===== src/rtl/mul_nbit.sv =====
// ----------------------------------------------------------------------------
// mul_nbit -- sequential shift-add unsigned multiplier
//
// Free-running engine: one LOAD cycle samples the operands, then n RUN cycles
// each retire one multiplier bit. The finished product is published on the
// last RUN cycle and held until the next completion, so the result refreshes
// every n+1 cycles. Only the registered product is visible; the partial
// accumulator never reaches the output.
//
// Parameters
//   n : operand width in bits
//   m : iteration-counter width, 2^m >= n
//
// Ports
//   Clock   in   1    sole clock, rising-edge
//   rst     in   1    synchronous active-low reset
//   product out  2n   registered product {high word, low word}
//   src0    in   n    unsigned multiplicand (sampled at LOAD)
//   src1    in   n    unsigned multiplier   (sampled at LOAD)
// ----------------------------------------------------------------------------
module mul_nbit #(
    parameter int n = 32,
    parameter int m = 5
) (
    input  logic             Clock,
    input  logic             rst,
    output logic [2*n-1:0]   product,
    input  logic [n-1:0]     src0,
    input  logic [n-1:0]     src1
);

    typedef enum logic {
        LOAD = 1'b0,
        RUN  = 1'b1
    } phase_t;

    // Counter value on the final RUN iteration.
    localparam logic [m-1:0] LAST_COUNT = m'(n - 1);

    phase_t           r_phase;
    logic [n-1:0]     r_mcand;
    logic [n-1:0]     r_mplier;
    logic [2*n-1:0]   r_acc;
    logic [m-1:0]     r_count;
    logic [2*n-1:0]   r_product;

    logic [2*n-1:0]   w_mcand_ext;
    logic [2*n-1:0]   w_addend;
    logic [2*n-1:0]   w_acc_sum;

    // The multiplicand stays put; instead it is weighted by the iteration
    // number, which equals the bit position of the multiplier bit now at the
    // LSB. Everything is 2n wide, so the sum cannot overflow.
    assign w_mcand_ext = {{n{1'b0}}, r_mcand};
    assign w_addend    = r_mplier[0] ? (w_mcand_ext << r_count) : '0;
    assign w_acc_sum   = r_acc + w_addend;

    always_ff @(posedge Clock) begin
        if (!rst) begin
            r_phase   <= LOAD;
            r_acc     <= '0;
            r_count   <= '0;
            r_product <= '0;
        end else begin
            case (r_phase)
                LOAD: begin
                    r_mcand  <= src0;
                    r_mplier <= src1;
                    r_acc    <= '0;
                    r_count  <= '0;
                    r_phase  <= RUN;
                end
                RUN: begin
                    r_acc    <= w_acc_sum;
                    r_mplier <= r_mplier >> 1;
                    r_count  <= r_count + m'(1);
                    // Publish the sum including this cycle's partial product,
                    // not the stale accumulator.
                    if (r_count == LAST_COUNT) begin
                        r_product <= w_acc_sum;
                        r_phase   <= LOAD;
                    end
                end
                default: r_phase <= LOAD;
            endcase
        end
    end

    assign product = r_product;

endmodule


===== config.mk =====
export PLATFORM = sky130hd
export DESIGN_NAME = mul_nbit
export DESIGN_NICKNAME = d
export VERILOG_FILES = /design/src/rtl/mul_nbit.sv
export SDC_FILE = /design/constraint.sdc
export NUM_CORES = 1
export LEC_CHECK = 0
export BUFFER_PORTS_ARGS = -buffer_cell sky130_fd_sc_hd__buf_2
export CORE_ASPECT_RATIO = 1.4
export CORE_UTILIZATION = 55
export CTS_CLUSTER_DIAMETER = 30
export DETAILED_ROUTE_END_ITERATION = 6
export PLACE_DENSITY = 0.76
export SYNTH_ARGS = -nofsm -noshare
export SYNTH_HDL_FRONTEND = slang
export SYNTH_SLANG_ARGS = --single-unit

===== constraint.sdc =====
create_clock -name Clock -period 8.1 [get_ports Clock]
set_input_delay 0.405 -clock Clock [delete_from_list [all_inputs] [get_ports Clock]]
set_output_delay 0.405 -clock Clock [all_outputs]
set_load 0.03 [all_outputs]

# After elaboration in Yosys (flattened, before gate mapping)
# Index checks and enable logic that the tools add are counted.
# Widths: inputs -> output; s select.
# op_classes
addsub	2
eq_ne	1
n_shift	1
mux	6
n_bitwise	1
reduce_logical	2
# op_table
operator	count
$pmux 64 s2	1
$add 64x64->64	1
$mux 64	1
$pmux 32 s2	1
$shl 32x5->64	1
$pmux 5 s2	1
$add 5x1->5 const B	1
$eq 5x5->1 const B	1
$reduce_and 2->1	2
$pmux 1 s2	1
$mux 1	1
$not 1->1	1
# totals
reg_bits	198
input_bits	66
wordCells	19

# Depth between registers and ports, before layout
# Gate-level depths: netlist (run 1).
# logic_depth
depth_word	4
ltp_mapped	21
ltp_nobuf	19

# Least setup slack after synthesis (run 1)
# OpenSTA, ideal clock, no wires.
# synth_path
kind	register to register
start	register r_count[0]
end	register r_product[57] (netlist: product[57])
arrival_ns	4.499
slack_ns	3.483
path_stages_with_launch	20
path_buffers	3
cell_sequence	dfxtp_1 -> clkbuf_1 -> buf_1 -> mux4_2 -> mux2i_1 -> nand2_1 -> o21ai_0 -> nor2_1 -> o21a_1 -> ha_1 -> clkbuf_1 -> a21o_1 -> a21oi_1 -> nor2_1 -> or4_1 -> a221oi_1 -> o22ai_1 -> o21bai_1 -> nand3_1 -> a32o_1
# synth_via
elab_chain_cells	3
word_cells_on_any_way	5
cone_classes	add/sub: 1; eq/ne: 1; shift: 1; mux: 1; reduce/logical: 1
# synth_lines
element	line_no	source
start, declared	44	logic [m-1:0] r_count;
start signal, assigned	76	r_count <= r_count + m'(1);
$shl 32x5->64	55	assign w_addend = r_mplier[0] ? (w_mcand_ext << r_count) : '0;
$mux 64	55	
$add 64x64->64	56	assign w_acc_sum = r_acc + w_addend;
end signal, assigned	80	r_product <= w_acc_sum;
end, declared	45	logic [2*n-1:0] r_product;
# Parallel ways exist; a longest one is shown, timed or not.
# A chain may end at the register's enable or synchronous reset.

# Final worst setup path (run 1)
# layout_path
start	register r_count[0]
end	register r_product[61] (netlist: product[61])
# Same word-level chain as after synthesis.

==> results of run 1 <==
[sequential cells by signal, indices dropped and copies added (netlist names)]
register and count:
product 64, r_phase 1, r_count 5, r_acc 64, r_mcand 32, r_mplier 32
[path summary, 6_finish.rpt]
check	start	slack (ns)	end
setup reg to reg	r_count[0]$_SDFF_PN0_	2.53	product[61]$_SDFFE_PN0P_
hold reg to reg	product[34]$_SDFFE_PN0P_	0.45	product[34]$_SDFFE_PN0P_
setup / recovery	r_count[0]$_SDFF_PN0_	2.53	product[61]$_SDFFE_PN0P_
hold / removal	src0[0]	0.12	r_mcand[0]$_DFFE_PP_
[critical path, delay by kind of cell, from the launching register on]
kind / cells / cell delay [ns]
mux: 1 / 0.44
fa+ha+maj: 1 / 0.35
compound gates: 11 / 2.73
simple gates: 5 / 0.87
flops: 1 / 1.07
[report_power, final]
part           switching, mW  leakage [nW]  internal (mW)
combinational          0.152          3.23          0.101
clock                  0.390         0.301          0.537
sequential            0.0196          1.70           1.06
total                  0.562          5.22           1.69
[placed cells by master (no fill, tap or decap), drive strengths merged, types with 12 or more instances in the layout]
cell    netlist  routed
xnor2        31      31
mux4         20      20
a21o         21      21
edfxtp       64      64
mux2         45      45
nand3        24      24
o22ai        18      18
mux2i        24      24
nand4        25      25
xor2         29      29
o21ai       115     115
clkbuf       58      21
nand2       174     174
nor2b        12      12
dfxtp       134     134
and3         17      17
buf          13     138
nor3         19      19
inv          16      17
nor2        165     165
ha           65      65
o21a         23      23
a21oi       105     105
[area by class of cell]
cell class | instances | area (um^2)
Clock inverter | 11 | 173.9
Tap cell | 260 | 325.3
Multi-Input combinational cell | 1043 | 6834
Fill cell | 1878 | 7865
Clock buffer | 21 | 461.7
Inverter | 18 | 67.56
Sequential cell | 198 | 4606
Timing Repair Buffer | 138 | 713.2
[stage by stage]
stage	hold slack (ns)	total power, mW	setup WS (ns)
floorplan	0.5039	1.269	3.483
global placement	0.4290	1.344	2.777
detailed placement	0.4371	1.348	2.649
CTS	0.1115	2.262	2.598
global route	0.1041	2.327	2.149
finish	0.1188	2.256	2.527
[layer usage]
layer	GRT usage (%)	part of all wire, %
met1	32.19	40
met2	52.94	51
met3	4.807	4.7
met4	16.11	4.5
met5	0	0
[cells by family (layout without fill, tap and decap cells)]
logic type               Yosys count  count (layout)  synth area share [%]
AND/OR/NAND/NOR                  477             477                 18.01
XOR/XNOR                          60              60                 4.465
adder cells (fa/ha/maj)           66              66                 7.080
flip-flops                       198             198                 39.12
AO/OA/AOI/OAI                    351             351                 18.28
multiplexers                      89              89                 10.17
buffers and inverters             89             188                 2.870
==> flow_summary_export.csv, run 1 <==
group,metric,value,unit
run_status,outcome,"complete, but fails checks",
detailed_routing,drc,5,
setup_path,critical_path_class,"flip-flop to flip-flop",
place,port_buffers,129,
setup_path,cpPeakStageDelay,1.07,ns
setup_path,required,8.48,ns
sta,tightest_slew,1.122,ns
run_status,violations,"design-rule violations",
clock_network,clock_latency,0.46,ns
place,dpl.hpwl,24.19,mm
clock_network,cts_hold_buffers,0,
cells_and_area,layoutNonFillerInstCount,1689,
setup_path,rr_worst_depth,18,
setup_path,cp.arrival,5.95,ns
power_and_ir_drop,vdd_drop_max,0.1735,mV
power_and_ir_drop,power_density,171.1,mW/mm^2
cells_and_area,nNetsFinal,1548,
synth,netlist.area_leader.share,22.79,%
synth,postSynthAreaPerCell,8.850,um^2
power_and_ir_drop,leakage,5.223,nW
global_route,antenna_found_initial,0,
clock_network,root_buffer,"clkbuf_16",
worst_hold_path,hold_depth,1,
synth,synth_cell_type_count,71,
cells_and_area,diodes,0,
die,dieArea,0.02200,mm^2
clock_network,cts_buffer_depth,2,
worst_hold_path,hold_class,"input port to flip-flop",
clock_network,cts_resized,0,
synth,synth_common_cells,"172 x nand2_1, 165 x nor2_1, 134 x dfxtp_1",
sta,hold_viol,0,
die,design.core.area,0.02105,mm^2
global_route,grtUsageTotal,29.16,%
synth,syn_inst,1330,
sta,clock_skew,0.009667,ns
synth,synthesis.nets,1462,
synth,synth.yosys.seq_area_share,39.12,%
flow_run,cap_violations,0,
sta,rsz0062_at_grt,"no",
place,placed_cells,1657,
sta,tns,0,ns
die,die_x,125.6,um
synth,synth-async-reset-ratio,0,%
clock_network,cts_tree,"done",
cells_and_area,drive_gt1_share,18.05,%
detailed_routing,dr.pass1.iters,7,
die,ioPinCount,130,
die,die_h,175.1,um
detailed_routing,vias,10108,
cells_and_area,syn2layout_area_growth,11.99,%
clock_network,path_clk_slew,0.07,ns
setup_path,critical_path.endpoint_type,"flip-flop",
clock_network,cts_max_level,4,
sta,fin_crit,5.573,ns
sta,fmax,179.4,MHz
place,place_congestion,0.9701,
detailed_routing,wirelength,31.49,mm
synth,ys_ff_latch,198,
sta,setup_viol,0,
synth,synth_edf_count,64,
setup_path,cp-start-kind,"flip-flop",
sta,finalCritPeriodShare,68.81,%
setup_path,path_cells,"mux2_2 > o21ai_0 > nor2_1 > a21oi_1 > nand2_1 > o21ai_0 > nor2_1 > o21a_1 > ha_1 > a21oi_1 > o21a_1 > nor3_1 > or4_1 > a221oi_1 > o22ai_1 > o21ai_1 > a21boi_0 > o31ai_1",
synth,mappedNetlistArea,0.01177,mm^2
die,num_rows,63,
global_route,grt_max_degree,66,
global_route,overflow,0,
sta,slew_headroom,25.22,%
clock_network,post_cts_buffers,0,
detailed_routing,wire_per_inst,18.64,um
cells_and_area,fin_area,0.01318,mm^2
place,placed_cell_area,0.01255,mm^2
detailed_routing,ant_nets,0,
detailed_routing,drt-initial-drc-count,706,
global_route,grt_pass1_wl,49.58,mm
clock_network,cts_sinks,198,
global_route,grt_pass1_vias,9957,
synth,synth.largest_area_cell,"dfxtp_1",
setup_path,critical_path.slowest_cell,"dfxtp_2",
synth,yosysMostFrequentCell,"nand2_1",
clock_network,numCtsBuffers,17,
detailed_routing,viasPerCell,5.985,
die,start_util,55.92,%
cells_and_area,finish.utilization,62.63,%
synth,synthTopCellsByArea,"dfxtp_1 23%, edfxtp_1 16%, ha_1 6.9%",
synth,synth-main-ff-cell,"dfxtp_1",
setup_path,worstPathMaxFanout,44,
synth,synth_warnings,0,
sta,final_max_slew_viol_count,0,
Power figures use the tool's default switching activity.
==> run 2: changes to the inputs <==
- CORE_UTILIZATION: 55 -> 54
- PLACE_DENSITY: 0.76 -> 0.77
- clock period: 8.1 -> 5 ns (I/O delays scaled with it)
==> run 2 against run 1 <==
Against the previous run:
- the flow still finishes with violations (design-rule violations)
- clock skew is 0.0034 ns higher
- sequential power up 61%
- first-iteration DRC count is 16% higher
- sequential share of layout area down 1.3 points
- global-route usage increased by 1.5 points
- die area grew 1.8%
- highest routed layer unchanged
- combinational power increased by 83%
- non-clock buffer count rose by 59
- fmax up 18%
- critical endpoint is now product[56]$_SDFFE_PN0P_
- setup slack worse by 2.3 ns
- utilization increased by 1.6 points
- clock power is 47% higher
==> flow_summary_export.csv, run 2 (synthesized netlist as in run 1, its figures left out) <==
group,metric,value,unit
run_status,outcome,"complete, but fails checks",
run_status,violations,"design-rule violations",
setup_path,crit_path_frequent_cell,"o21ai_0",
clock_network,cts_buffer_depth,2,
setup_path,worstPathMaxFanout,23,
die,ioPinCount,130,
power_and_ir_drop,switching_share,26.74,%
detailed_routing,wirelength,33.26,mm
sta,tns,0,ns
clock_network,cts_tree,"done",
setup_path,rr_worst_depth,16,
die,dieArea,0.02240,mm^2
power_and_ir_drop,clkPwrFrac,38.3,%
clock_network,path_clk_slew,0.08,ns
sta,finalCritPeriodShare,94.67,%
cells_and_area,nFillCells,1829,
sta,tightest_slew,1.190,ns
sta,final_max_slew_viol_count,0,
sta,fmax,211.3,MHz
power_and_ir_drop,leakage,5.482,nW
place,place_congestion,1.052,
power_and_ir_drop,combPwrFrac,13.0,%
clock_network,numCtsBuffers,17,
detailed_routing,wire_per_inst,19.03,um
global_route,overflow,0,
setup_path,cpPeakStageDelay,0.53,ns
cells_and_area,final_common_cell,"nand2_1",
global_route,grt_pass1_vias,10461,
global_route,grt_pass1_wl,53.12,mm
setup_path,worst-path-buf-inv,1,
clock_network,root_buffer,"clkbuf_16",
detailed_routing,dr.pass1.iters,7,
global_route,grtUsageTotal,30.68,%
power_and_ir_drop,pwr-share-seq,48.7,%
cells_and_area,syn2layout_area_growth,16.16,%
sta,slew_headroom,20.46,%
cells_and_area,layout_common_cells,"171 x nand2_1, 165 x nor2_1, 133 x dfxtp_1",
setup_path,rr_startpoint,"r_count[0]$_SDFF_PN0_",
cells_and_area,nNetsFinal,1607,
setup_path,cp.depth,16,
setup_path,cp-start-kind,"flip-flop",
detailed_routing,vias,10506,
setup_path,critical_path.slowest_cell,"mux4_2",
cells_and_area,finish.utilization,64.24,%
setup_path,required,5.29,ns
die,die_h,176.7,um
die,die_x,126.8,um
flow_run,cap_violations,0,
die,start_util,55.30,%
clock_network,clock_latency,0.45,ns
setup_path,path_delay_family,"compound AO/OA/AOI/OAI gates",
clock_network,cts_sinks,198,
clock_network,cts_max_level,4,
sta,hold_viol,0,
clock_network,post_cts_buffers,0,
setup_path,critical_path_class,"flip-flop to flip-flop",
detailed_routing,drc,6,
place,dpl.hpwl,25.07,mm
worst_hold_path,hold_depth,2,
sta,fin_crit,4.734,ns
power_and_ir_drop,power_switching,0.9523,mW
cells_and_area,drive_gt1_share,19.35,%
sta,clock_skew,0.01308,ns
power_and_ir_drop,vdd_drop_max,0.3015,mV
power_and_ir_drop,p_int,2.609,mW
worst_hold_path,hold_class,"input port to flip-flop",
die,num_rows,63,
power_and_ir_drop,power_density,260.5,mW/mm^2
setup_path,cp.arrival,5.02,ns
detailed_routing,drt-initial-drc-count,817,
setup_path,critical_path.endpoint_type,"flip-flop",
setup_path,cp-startpoint,"r_count[0]$_SDFF_PN0_",
detailed_routing,ant_nets,0,
cells_and_area,diodes,0,
sta,setup_viol,0,
sta,rsz0062_at_grt,"no",
global_route,antenna_found_initial,0,
worst_hold_path,hp-start,"src1[19]",
place,port_buffers,129,
global_route,grt_max_degree,66,
die,design.core.area,0.02128,mm^2
detailed_routing,viasPerCell,6.010,
setup_path,path_cells,"buf_12 > mux4_2 > mux2i_1 > nand2_1 > nand2_1 > o22ai_1 > ha_1 > nand4_1 > nor4_1 > o21ai_0 > a31o_2 > a211oi_1 > nor4b_1 > o21ai_0 > xnor2_1 > o21ai_0",
[run 2: changes by cell type in the layout (fill, tap and decap cells not counted), sizes merged]
cell,previous run,this run
buf,138,165
bufinv,4,1
clkbuf,21,18
clkinv,6,9
clkinvlp,2,0
dlygate4sd3,0,32
inv,17,22
[run 2: worst paths after layout]
kind,endpoint,slack [ns]
worst min register to register,product[56]$_SDFFE_PN0P_,0.45
worst max register to register,product[56]$_SDFFE_PN0P_,0.27
worst max-delay path,product[56]$_SDFFE_PN0P_,0.27
worst min-delay path,r_mplier[19]$_DFFE_PP_,0.10
[run 2: layout make-up]
cell class	instances	area, um^2	share of cell area, %
clock buffers	18	429.2	3.139
clock inverters	14	142.6	1.043
inverters	18	67.56	0.4942
multi-input cells	1043	6840	50.03
flip-flops and latches	198	4606	33.69
well taps	260	325.3	2.379
repair buffers	197	1261	9.225
[run 2: power groups by stage]
stage                     Combinational (mW)  Sequential, mW  Clock (mW)
after floorplan                        0.296            1.76           0
after detailed placement               0.434            1.77           0
after global placement                 0.427            1.77           0
after global routing                   0.503            1.74        1.45
after CTS                              0.456            1.73        1.38
final                                  0.463            1.74        1.36
[run 2: through the flow]
step                setup slack, ns  total power [mW]  hold slack [ns]  instances  instance area (um^2)
detailed placement           0.2904             2.205           0.4282       1684                 12770
global route                0.02095             3.689          0.09033       1748                 13670
floorplan                    0.3834             2.056           0.3489       1330                 11770
global placement             0.3535             2.196           0.4273       1684                 12770
finish                       0.2663             3.561           0.1007       1748                 13670
CTS                          0.2511             3.571          0.08678       1748                 13670
[run 2: routing by layer]
metal  vias up  part of all wire [%]  track usage (%)
li1       5098                     -                -
met1      4924                    39            33.99
met2       368                    51            55.85
met3       116                   4.8            5.109
met4         0                   5.2            16.72
met5         -                     0                0
[run 2: what timing repair did]
action                                  4_1_cts  5_1_grt
resized for setup                             0        1
endpoints found under the hold margin        32        0
hold buffers                                 32        0
endpoints found under the setup margin        0        3
[run 2: worst register-to-register path: stages (launching register included)]
cell,delay (ns)
dfxtp_2,0.38
buf_12,0.19
mux4_2,0.54
mux2i_1,0.35
nand2_1,0.10
nand2_1,0.11
o22ai_1,0.15
ha_1,0.44
nand4_1,0.20
nor4_1,0.46
o21ai_0,0.18
a31o_2,0.26
a211oi_1,0.45
nor4b_1,0.16
o21ai_0,0.27
xnor2_1,0.23
o21ai_0,0.11
